===== config.mk =====
export PLATFORM = sky130hd
export DESIGN_NAME = mipi_rx_packet_ctrl_flat
export DESIGN_NICKNAME = d
export VERILOG_FILES = /design/src/rtl/mipi_rx_packet_ctrl_if.sv /design/src/rtl/mipi_rx_packet_ctrl.sv /design/src/flat_wrapper.sv
export SDC_FILE = /design/constraint.sdc
export NUM_CORES = 1
export LEC_CHECK = 0
export ABC_AREA = 0
export CAP_MARGIN = 5
export CORE_AREA = 2 2 124 126
export CTS_BUF_LIST = sky130_fd_sc_hd__clkbuf_8
export DETAILED_ROUTE_END_ITERATION = 7
export DIE_AREA = 0 0 126 128
export PLACE_DENSITY_LB_ADDON = 0.1
export SYNTH_ARGS = -nofsm -noshare
export SYNTH_HDL_FRONTEND = slang
export SYNTH_SLANG_ARGS = --single-unit

===== constraint.sdc =====
create_clock -name clk -period 4.4 [get_ports clk]
set_input_delay 0.66 -clock clk [delete_from_list [all_inputs] [get_ports clk]]
set_output_delay 0.66 -clock clk [all_outputs]
set_load 0.005 [all_outputs]

===== src/rtl/mipi_rx_packet_ctrl_if.sv =====
// Bundle between the lane aligner, the packet controller and the downstream consumer.
// The master modport is the controller's side; slave is the aligner/consumer side.
interface mipi_rx_packet_ctrl_if #(
    parameter int unsigned LANES = 4
);
    logic [LANES*8-1:0] al_data;
    logic               al_valid;
    logic               al_error;
    logic               al_rst;
    logic               hdr_valid;
    logic [7:0]         hdr_di;
    logic [15:0]        hdr_wc;
    logic [7:0]         hdr_ecc;
    logic [LANES*8-1:0] pl_data;
    logic               pl_valid;
    logic [LANES-1:0]   pl_keep;
    logic               pl_last;
    logic               err_trunc;
    logic               err_align;
    logic               err_size;
    logic [7:0]         err_cnt;

    modport master (
        input  al_data, al_valid, al_error,
        output al_rst, hdr_valid, hdr_di, hdr_wc, hdr_ecc,
        output pl_data, pl_valid, pl_keep, pl_last,
        output err_trunc, err_align, err_size, err_cnt
    );

    modport slave (
        output al_data, al_valid, al_error,
        input  al_rst, hdr_valid, hdr_di, hdr_wc, hdr_ecc,
        input  pl_data, pl_valid, pl_keep, pl_last,
        input  err_trunc, err_align, err_size, err_cnt
    );
endinterface


===== src/rtl/mipi_rx_packet_ctrl.sv =====
// MIPI RX packet controller: parses the one-word header, frames payload with last/keep,
// and pulses the aligner reset after every packet or fault so each burst realigns.
module mipi_rx_packet_ctrl #(
    parameter int unsigned LANES      = 4,
    parameter int unsigned RST_CYCLES = 2,
    parameter logic [15:0] MAX_WC     = 16'd8192
) (
    input logic                  clk,
    input logic                  rst,
    mipi_rx_packet_ctrl_if.master rx_io
);

    typedef enum logic [1:0] {StResync, StWaitHdr, StPayload} state_e;

    state_e             state_q, state_d;
    logic [3:0]         rst_cnt_q, rst_cnt_d;
    logic [14:0]        words_left_q, words_left_d;
    logic [LANES-1:0]   last_keep_q, last_keep_d;
    logic               al_rst_q, al_rst_d;
    logic               hdr_valid_q, hdr_valid_d;
    logic [7:0]         hdr_di_q, hdr_di_d;
    logic [15:0]        hdr_wc_q, hdr_wc_d;
    logic [7:0]         hdr_ecc_q, hdr_ecc_d;
    logic [LANES*8-1:0] pl_data_q, pl_data_d;
    logic               pl_valid_q, pl_valid_d;
    logic [LANES-1:0]   pl_keep_q, pl_keep_d;
    logic               pl_last_q, pl_last_d;
    logic               err_trunc_q, err_trunc_d;
    logic               err_align_q, err_align_d;
    logic               err_size_q, err_size_d;
    logic [7:0]         err_cnt_q, err_cnt_d;

    logic [7:0]       di_in;
    logic [15:0]      wc_in;
    logic [7:0]       ecc_in;
    logic [16:0]      wc_words;
    logic [1:0]       rem;
    logic [LANES-1:0] keep_calc;
    logic             long_pkt;
    logic             resync;

    assign di_in    = rx_io.al_data[7:0];
    assign wc_in    = rx_io.al_data[23:8];
    assign ecc_in   = rx_io.al_data[31:24];
    assign long_pkt = di_in[5:0] >= 6'h10;
    // Payload plus 2 CRC bytes, rounded up to whole words: (wc + 2 + 3) / 4.
    assign wc_words = {1'b0, wc_in} + 17'd5;
    assign rem      = wc_in[1:0] + 2'd2;

    always_comb begin
        keep_calc = '1;
        if (rem != 2'd0) keep_calc = LANES'((5'd1 << rem) - 5'd1);
    end

    always_comb begin
        state_d      = state_q;
        rst_cnt_d    = rst_cnt_q;
        words_left_d = words_left_q;
        last_keep_d  = last_keep_q;
        al_rst_d     = 1'b0;
        hdr_valid_d  = 1'b0;
        hdr_di_d     = hdr_di_q;
        hdr_wc_d     = hdr_wc_q;
        hdr_ecc_d    = hdr_ecc_q;
        pl_data_d    = pl_data_q;
        pl_valid_d   = 1'b0;
        pl_keep_d    = '0;
        pl_last_d    = 1'b0;
        err_trunc_d  = 1'b0;
        err_align_d  = 1'b0;
        err_size_d   = 1'b0;
        err_cnt_d    = err_cnt_q;
        resync       = 1'b0;

        unique case (state_q)
            StResync: begin
                if (rst_cnt_q == 4'd1) begin
                    state_d = StWaitHdr;
                end else begin
                    rst_cnt_d = rst_cnt_q - 4'd1;
                    al_rst_d  = 1'b1;
                end
            end
            StWaitHdr: begin
                if (rx_io.al_error) begin
                    err_align_d = 1'b1;
                    resync      = 1'b1;
                end else if (rx_io.al_valid) begin
                    if (long_pkt && (wc_in > MAX_WC)) begin
                        err_size_d = 1'b1;
                        resync     = 1'b1;
                    end else begin
                        hdr_valid_d = 1'b1;
                        hdr_di_d    = di_in;
                        hdr_wc_d    = wc_in;
                        hdr_ecc_d   = ecc_in;
                        if (long_pkt) begin
                            state_d      = StPayload;
                            words_left_d = wc_words[16:2];
                            last_keep_d  = keep_calc;
                        end else begin
                            resync = 1'b1;
                        end
                    end
                end
            end
            StPayload: begin
                if (rx_io.al_error) begin
                    err_align_d = 1'b1;
                    resync      = 1'b1;
                end else if (!rx_io.al_valid) begin
                    err_trunc_d = 1'b1;
                    resync      = 1'b1;
                end else begin
                    pl_valid_d   = 1'b1;
                    pl_data_d    = rx_io.al_data;
                    words_left_d = words_left_q - 15'd1;
                    if (words_left_q == 15'd1) begin
                        pl_last_d = 1'b1;
                        pl_keep_d = last_keep_q;
                        resync    = 1'b1;
                    end else begin
                        pl_keep_d = '1;
                    end
                end
            end
            default: resync = 1'b1;
        endcase

        if (resync) begin
            state_d   = StResync;
            rst_cnt_d = 4'(RST_CYCLES);
            al_rst_d  = 1'b1;
        end

        if ((err_align_d || err_size_d || err_trunc_d) && (err_cnt_q != 8'hFF)) begin
            err_cnt_d = err_cnt_q + 8'd1;
        end
    end

    always_ff @(posedge clk) begin
        if (rst) begin
            state_q      <= StResync;
            rst_cnt_q    <= 4'(RST_CYCLES);
            words_left_q <= '0;
            last_keep_q  <= '0;
            al_rst_q     <= 1'b1;
            hdr_valid_q  <= 1'b0;
            hdr_di_q     <= '0;
            hdr_wc_q     <= '0;
            hdr_ecc_q    <= '0;
            pl_data_q    <= '0;
            pl_valid_q   <= 1'b0;
            pl_keep_q    <= '0;
            pl_last_q    <= 1'b0;
            err_trunc_q  <= 1'b0;
            err_align_q  <= 1'b0;
            err_size_q   <= 1'b0;
            err_cnt_q    <= '0;
        end else begin
            state_q      <= state_d;
            rst_cnt_q    <= rst_cnt_d;
            words_left_q <= words_left_d;
            last_keep_q  <= last_keep_d;
            al_rst_q     <= al_rst_d;
            hdr_valid_q  <= hdr_valid_d;
            hdr_di_q     <= hdr_di_d;
            hdr_wc_q     <= hdr_wc_d;
            hdr_ecc_q    <= hdr_ecc_d;
            pl_data_q    <= pl_data_d;
            pl_valid_q   <= pl_valid_d;
            pl_keep_q    <= pl_keep_d;
            pl_last_q    <= pl_last_d;
            err_trunc_q  <= err_trunc_d;
            err_align_q  <= err_align_d;
            err_size_q   <= err_size_d;
            err_cnt_q    <= err_cnt_d;
        end
    end

    assign rx_io.al_rst    = al_rst_q;
    assign rx_io.hdr_valid = hdr_valid_q;
    assign rx_io.hdr_di    = hdr_di_q;
    assign rx_io.hdr_wc    = hdr_wc_q;
    assign rx_io.hdr_ecc   = hdr_ecc_q;
    assign rx_io.pl_data   = pl_data_q;
    assign rx_io.pl_valid  = pl_valid_q;
    assign rx_io.pl_keep   = pl_keep_q;
    assign rx_io.pl_last   = pl_last_q;
    assign rx_io.err_trunc = err_trunc_q;
    assign rx_io.err_align = err_align_q;
    assign rx_io.err_size  = err_size_q;
    assign rx_io.err_cnt   = err_cnt_q;

endmodule


===== src/flat_wrapper.sv =====
// flat-port wrapper written by rule: the top's interface ports become plain ports
module mipi_rx_packet_ctrl_flat 
#(
    parameter int unsigned LANES      = 4,
    parameter int unsigned RST_CYCLES = 2,
    parameter logic [15:0] MAX_WC     = 16'd8192
)
  (clk, rst, rx_io_al_data, rx_io_al_valid, rx_io_al_error, rx_io_al_rst, rx_io_hdr_valid, rx_io_hdr_di, rx_io_hdr_wc, rx_io_hdr_ecc, rx_io_pl_data, rx_io_pl_valid, rx_io_pl_keep, rx_io_pl_last, rx_io_err_trunc, rx_io_err_align, rx_io_err_size, rx_io_err_cnt);
  mipi_rx_packet_ctrl_if #(.LANES(LANES)) rx_io_i ();
  input logic clk;
  input logic rst;
  input wire logic [$bits(rx_io_i.al_data)-1:0] rx_io_al_data;
  input wire logic [$bits(rx_io_i.al_valid)-1:0] rx_io_al_valid;
  input wire logic [$bits(rx_io_i.al_error)-1:0] rx_io_al_error;
  output wire logic [$bits(rx_io_i.al_rst)-1:0] rx_io_al_rst;
  output wire logic [$bits(rx_io_i.hdr_valid)-1:0] rx_io_hdr_valid;
  output wire logic [$bits(rx_io_i.hdr_di)-1:0] rx_io_hdr_di;
  output wire logic [$bits(rx_io_i.hdr_wc)-1:0] rx_io_hdr_wc;
  output wire logic [$bits(rx_io_i.hdr_ecc)-1:0] rx_io_hdr_ecc;
  output wire logic [$bits(rx_io_i.pl_data)-1:0] rx_io_pl_data;
  output wire logic [$bits(rx_io_i.pl_valid)-1:0] rx_io_pl_valid;
  output wire logic [$bits(rx_io_i.pl_keep)-1:0] rx_io_pl_keep;
  output wire logic [$bits(rx_io_i.pl_last)-1:0] rx_io_pl_last;
  output wire logic [$bits(rx_io_i.err_trunc)-1:0] rx_io_err_trunc;
  output wire logic [$bits(rx_io_i.err_align)-1:0] rx_io_err_align;
  output wire logic [$bits(rx_io_i.err_size)-1:0] rx_io_err_size;
  output wire logic [$bits(rx_io_i.err_cnt)-1:0] rx_io_err_cnt;
  assign rx_io_i.al_data = rx_io_al_data;
  assign rx_io_i.al_valid = rx_io_al_valid;
  assign rx_io_i.al_error = rx_io_al_error;
  assign rx_io_al_rst = rx_io_i.al_rst;
  assign rx_io_hdr_valid = rx_io_i.hdr_valid;
  assign rx_io_hdr_di = rx_io_i.hdr_di;
  assign rx_io_hdr_wc = rx_io_i.hdr_wc;
  assign rx_io_hdr_ecc = rx_io_i.hdr_ecc;
  assign rx_io_pl_data = rx_io_i.pl_data;
  assign rx_io_pl_valid = rx_io_i.pl_valid;
  assign rx_io_pl_keep = rx_io_i.pl_keep;
  assign rx_io_pl_last = rx_io_i.pl_last;
  assign rx_io_err_trunc = rx_io_i.err_trunc;
  assign rx_io_err_align = rx_io_i.err_align;
  assign rx_io_err_size = rx_io_i.err_size;
  assign rx_io_err_cnt = rx_io_i.err_cnt;
  mipi_rx_packet_ctrl #(.LANES(LANES), .RST_CYCLES(RST_CYCLES), .MAX_WC(MAX_WC)) u_core (.clk(clk), .rst(rst), .rx_io(rx_io_i));
endmodule

==> results.rst <==
.. list-table::
   :header-rows: 1

   * - Metric
     - Value
   * - Layout area overhead
     - 28.2%
   * - Share of flip-flops with an asynchronous set or reset
     - 0%
   * - Final wirelength
     - 14100 um
   * - Root buffer selected by CTS
     - sky130_fd_sc_hd__clkbuf_8
   * - Total Power
     - 2.20 mW
   * - Count of nets left with antenna violations after detail routing
     - 0
   * - Iteration-0 DRC Markers
     - 246
   * - Number of placement rows
     - 45
   * - Synth top area cells
     - sky130_fd_sc_hd__dfxtp_1 (42%), sky130_fd_sc_hd__mux2i_1 (6.9%), sky130_fd_sc_hd__nand2_1 (6.6%)
   * - Die extent in y
     - 128 um
   * - Crit path launch type
     - input port
   * - Number of antenna repair diodes
     - 0
   * - Power spent charging and discharging nets
     - 0.689 mW
   * - Critical register-to-register path endpoint
     - u_core.rx_io.err_cnt[4]
   * - Core area
     - 14900 um2
   * - Worst slew margin
     - 31.2%
   * - Largest buffer count on any clock path
     - 2
   * - Setup violations, final
     - 0
   * - Count of unique library cells instantiated by Yosys
     - 71
   * - Clock transition time at the flip-flop clock pins of the worst setup and hold paths
     - 0.10 ns
   * - Type of element capturing the critical path
     - flop
   * - Initial core utilization
     - 34.3%
   * - R2R cell count
     - 8
   * - Initial antenna violation count
     - 0
   * - Clock buffers created by TritonCTS
     - 9
   * - Total half-perimeter wirelength after legalization and detailed placement
     - 9680 um
   * - Synth warn
     - 0
   * - Longest individual stage delay on the worst path
     - 0.61 ns
   * - Number of flops mapped to enable cells by yosys
     - 0
   * - CTS H-Tree Depth
     - 3
   * - Worst Hold Path EP
     - u_core.rx_io.pl_data[0]
   * - Number of vias after detailed routing
     - 4393
   * - F_max
     - 365 MHz
   * - TritonCTS clock tree
     - built
   * - RSZ-0062 raised after global routing
     - no
   * - FF-to-FF setup slack
     - 2.04 ns
   * - Largest delay share family, worst path
     - buffers and inverters
   * - Count leader, synth
     - sky130_fd_sc_hd__dfxtp_1
   * - Max-cap check violation count
     - 0
   * - Logic gate share of total power
     - 22.5%
   * - Critical register-to-register path startpoint
     - u_core.state_q[0]
   * - Post-CTS Hold Fix Bufs
     - 0
   * - PostCTS Resize Cnt
     - 0
   * - Peak supply drop
     - 0.138 mV
   * - Number of vias per cell
     - 5.05
   * - Number of global-route vias before repair
     - 4347
   * - Setup fix buffers added after clock tree synthesis
     - 0
   * - Proportion of layout cells with a drive suffix above 1
     - 6.74%
   * - Post-layout nets
     - 725
   * - Synthesized netlist net count
     - 627
   * - CP max FO
     - 33
   * - Most numerous cell types in the synthesized netlist
     - sky130_fd_sc_hd__dfxtp_1 (108), sky130_fd_sc_hd__nand2_1 (89), sky130_fd_sc_hd__nor2_1 (70)
   * - Cell type contributing the most total cell area after synthesis
     - sky130_fd_sc_hd__dfxtp_1
   * - Design internal power
     - 1.51 mW
   * - Count of mapped cells out of synthesis
     - 579
   * - Number of detailed-routing iterations run before antenna repair
     - 4
   * - Overall track demand over capacity in global routing
     - 17.5%
   * - Syn_area_per_cell
     - 8.79 um2
   * - WP data required
     - 4.65 ns
   * - Sequential share of power
     - 48.3%
   * - Cell chain of the critical path
     - clkdlybuf4s50_1 -> nor4_4 -> nand4_2 -> a31oi_4 -> buf_4 -> mux2i_1 -> nor2_1
   * - P_leak
     - 2.21 nW
   * - Sinks on the clock net
     - 108
   * - Global-route wire length before repair
     - 22700 um
   * - Synth Cell Area
     - 5090 um2
   * - Worst-skew pair later-pin latency
     - 0.38 ns
   * - Worst clock skew on the final layout
     - 0.00745 ns
   * - Result of the run
     - completed
   * - Hold/Removal Path Class
     - reg2reg
   * - Die Footprint
     - 16100 um2
   * - Dominant synthesized flop cell
     - sky130_fd_sc_hd__dfxtp_1
   * - Congestion Overflow GR
     - 0
   * - Pin count of the biggest net entering global routing
     - 63
   * - Min-delay src
     - u_core.rx_io.pl_data[0]
   * - Master of the slowest instance on the critical path
     - sky130_fd_sc_hd__clkdlybuf4s50_1
   * - Weighted congestion at the end of routability-driven global placement
     - 0.840
   * - Power per unit of standard cell area
     - 338 nW/um2
   * - Number of instances on the worst hold path
     - 2
   * - Remaining routing DRC violations
     - 0
   * - Top-level port count
     - 119
   * - Type of the setup path with the least slack
     - in2reg
   * - Worst slew pin tran
     - 1.02 ns
   * - Share of synthesized area occupied by flip-flops and latches
     - 42.5%
   * - Switching Share
     - 31.3%
   * - Final setup TNS
     - 0 ns
   * - Total of flip-flops plus latches after synthesis
     - 108
   * - Final Cycle Share
     - 62.2%
   * - Port Buffers
     - 118
   * - Top-area cell type share of the netlist area
     - 42.5%
   * - Final Critical Period
     - 2.74 ns
   * - Data arrival time of the critical path
     - 2.99 ns
   * - Relative contribution of the clock network to total power
     - 29.2%
   * - Total buffers and inverters traversed by the critical path
     - 2
   * - Final hold violations
     - 0
   * - Final count of pins violating max slew
     - 0
   * - DIE WIDTH
     - 126 um
   * - Average detailed-routed wire length per instance
     - 16.2 um
-- layout make-up --
class,count,area [um2]
Clock buffer,10,138
Clock inverter,6,71.3
Fill cell,1506,8340
Inverter,19,71.3
Multi-Input combinational cell,415,2630
Sequential cell,108,2160
Tap cell,188,235
Timing Repair Buffer,124,1220
-- worst min-delay path, delay by kind of cell, from the launching register on --
family / cells / cell delay [ns]
simple gates: 1 / 0.05
flops: 1 / 0.32
compound gates: 1 / 0.05
-- power by group through the flow --
stage	Combinational [mW]	Sequential [mW]	Clock [mW]
2_1_floorplan	0.357	1.08	0
6_report	0.495	1.07	0.644
3_3_place_gp	0.488	1.09	0
3_5_place_dp	0.496	1.09	0
4_1_cts	0.497	1.06	0.673
5_1_grt	0.553	1.07	0.707
-- worst max-delay path by stage --
stage | startpoint | endpoint | slack, ns | cells after the start
6_report | rx_io_al_data[10] | u_core.rx_io.hdr_di[7] | 1.66 | 7
5_1_grt | rx_io_al_data[10] | u_core.rx_io.hdr_ecc[2] | 1.51 | 7
4_1_cts | rx_io_al_data[10] | u_core.rx_io.hdr_di[7] | 1.65 | 7
3_5_place_dp | rx_io_al_data[10] | u_core.rx_io.hdr_di[7] | 1.23 | 7
3_3_place_gp | rx_io_al_data[11] | u_core.rx_io.hdr_di[2] | 1.30 | 7
2_1_floorplan | rx_io_al_data[11] | u_core.words_left_q[12] | 2.20 | 8
-- layer usage --
layer | part of all wire (%) | wire length, um | global-route usage [%] | up-vias
li1 | - | - | - | 2208
met1 | 45 | 6390 | 22.4 | 2055
met2 | 46 | 6420 | 27.9 | 118
met3 | 7.6 | 1080 | 6.39 | 12
met4 | 1.3 | 188 | 5.24 | 0
met5 | 0 | 0 | 0 | -
-- registers in the layout, indices dropped and copies added, names as in the netlist --
| name | count |
|---|---|
| u_core.rx_io.hdr_ecc | 8 |
| u_core.rx_io.err_cnt | 8 |
| u_core.rx_io.hdr_di | 8 |
| u_core.rx_io.pl_valid | 1 |
| u_core.rx_io.al_rst | 1 |
| u_core.rx_io.hdr_wc | 16 |
| u_core.words_left_q | 15 |
| u_core.rx_io.pl_last | 1 |
| u_core.rx_io.err_size | 1 |
| u_core.rx_io.err_align | 1 |
| u_core.rx_io.err_trunc | 1 |
| u_core.rx_io.pl_data | 32 |
| u_core.state_q | 2 |
| u_core.rx_io.pl_keep | 4 |
| u_core.rx_io.hdr_valid | 1 |
| u_core.rst_cnt_q | 4 |
| u_core.last_keep_q | 4 |
-- layout by cell type (no fill, tap or decap), types with 3 or more instances in the layout --
| cell type | n |
|---|---|
| sky130_fd_sc_hd__a211oi_1 | 4 |
| sky130_fd_sc_hd__a21oi_1 | 50 |
| sky130_fd_sc_hd__a22oi_1 | 5 |
| sky130_fd_sc_hd__a31oi_1 | 3 |
| sky130_fd_sc_hd__and3_1 | 4 |
| sky130_fd_sc_hd__buf_4 | 7 |
| sky130_fd_sc_hd__clkbuf_8 | 10 |
| sky130_fd_sc_hd__clkdlybuf4s50_1 | 117 |
| sky130_fd_sc_hd__dfxtp_1 | 108 |
| sky130_fd_sc_hd__ha_1 | 12 |
| sky130_fd_sc_hd__inv_1 | 18 |
| sky130_fd_sc_hd__mux2_1 | 3 |
| sky130_fd_sc_hd__mux2i_1 | 35 |
| sky130_fd_sc_hd__nand2_1 | 89 |
| sky130_fd_sc_hd__nand2b_1 | 3 |
| sky130_fd_sc_hd__nand3_1 | 10 |
| sky130_fd_sc_hd__nand4_1 | 6 |
| sky130_fd_sc_hd__nor2_1 | 69 |
| sky130_fd_sc_hd__nor2b_1 | 3 |
| sky130_fd_sc_hd__nor3_1 | 7 |
| sky130_fd_sc_hd__nor4_1 | 6 |
| sky130_fd_sc_hd__nor4_4 | 3 |
| sky130_fd_sc_hd__nor4b_1 | 3 |
| sky130_fd_sc_hd__o211ai_1 | 3 |
| sky130_fd_sc_hd__o21a_1 | 6 |
| sky130_fd_sc_hd__o21ai_0 | 11 |
| sky130_fd_sc_hd__o21ai_1 | 3 |
| sky130_fd_sc_hd__o221ai_1 | 3 |
| sky130_fd_sc_hd__o22ai_1 | 3 |
| sky130_fd_sc_hd__o32ai_1 | 6 |
| sky130_fd_sc_hd__or3_1 | 4 |
| sky130_fd_sc_hd__or4_1 | 3 |
| sky130_fd_sc_hd__xnor2_1 | 7 |
| sky130_fd_sc_hd__xor2_1 | 9 |
-- per-stage QoR --
stage | utilization, % | cell area, um2 | hold WS, ns | setup WS [ns] | instances
5_1_grt | 43.9 | 6530 | 0.476 | 1.51 | 870
2_1_floorplan | - | 5090 | 0.428 | 2.20 | 579
3_3_place_gp | 42.5 | 6320 | 0.442 | 1.30 | 854
4_1_cts | 43.9 | 6530 | 0.460 | 1.65 | 870
3_5_place_dp | 42.5 | 6320 | 0.444 | 1.23 | 854
6_report | 43.9 | 6530 | 0.457 | 1.66 | 870
-- logic make-up (layout without fill, tap and decap cells) --
group / after synthesis / in the layout / share of synthesized area [%]
multiplexers: 38 / 38 / 7.54
flip-flops: 108 / 108 / 42.5
AND/OR/NAND/NOR: 232 / 232 / 23.0
buffers and inverters: 56 / 159 / 5.97
AO/OA/AOI/OAI: 117 / 117 / 15.3
XOR/XNOR: 16 / 16 / 2.75
adder cells (fa/ha/maj): 12 / 12 / 2.95
No activity file was read; power rests on OpenSTA's default activity.
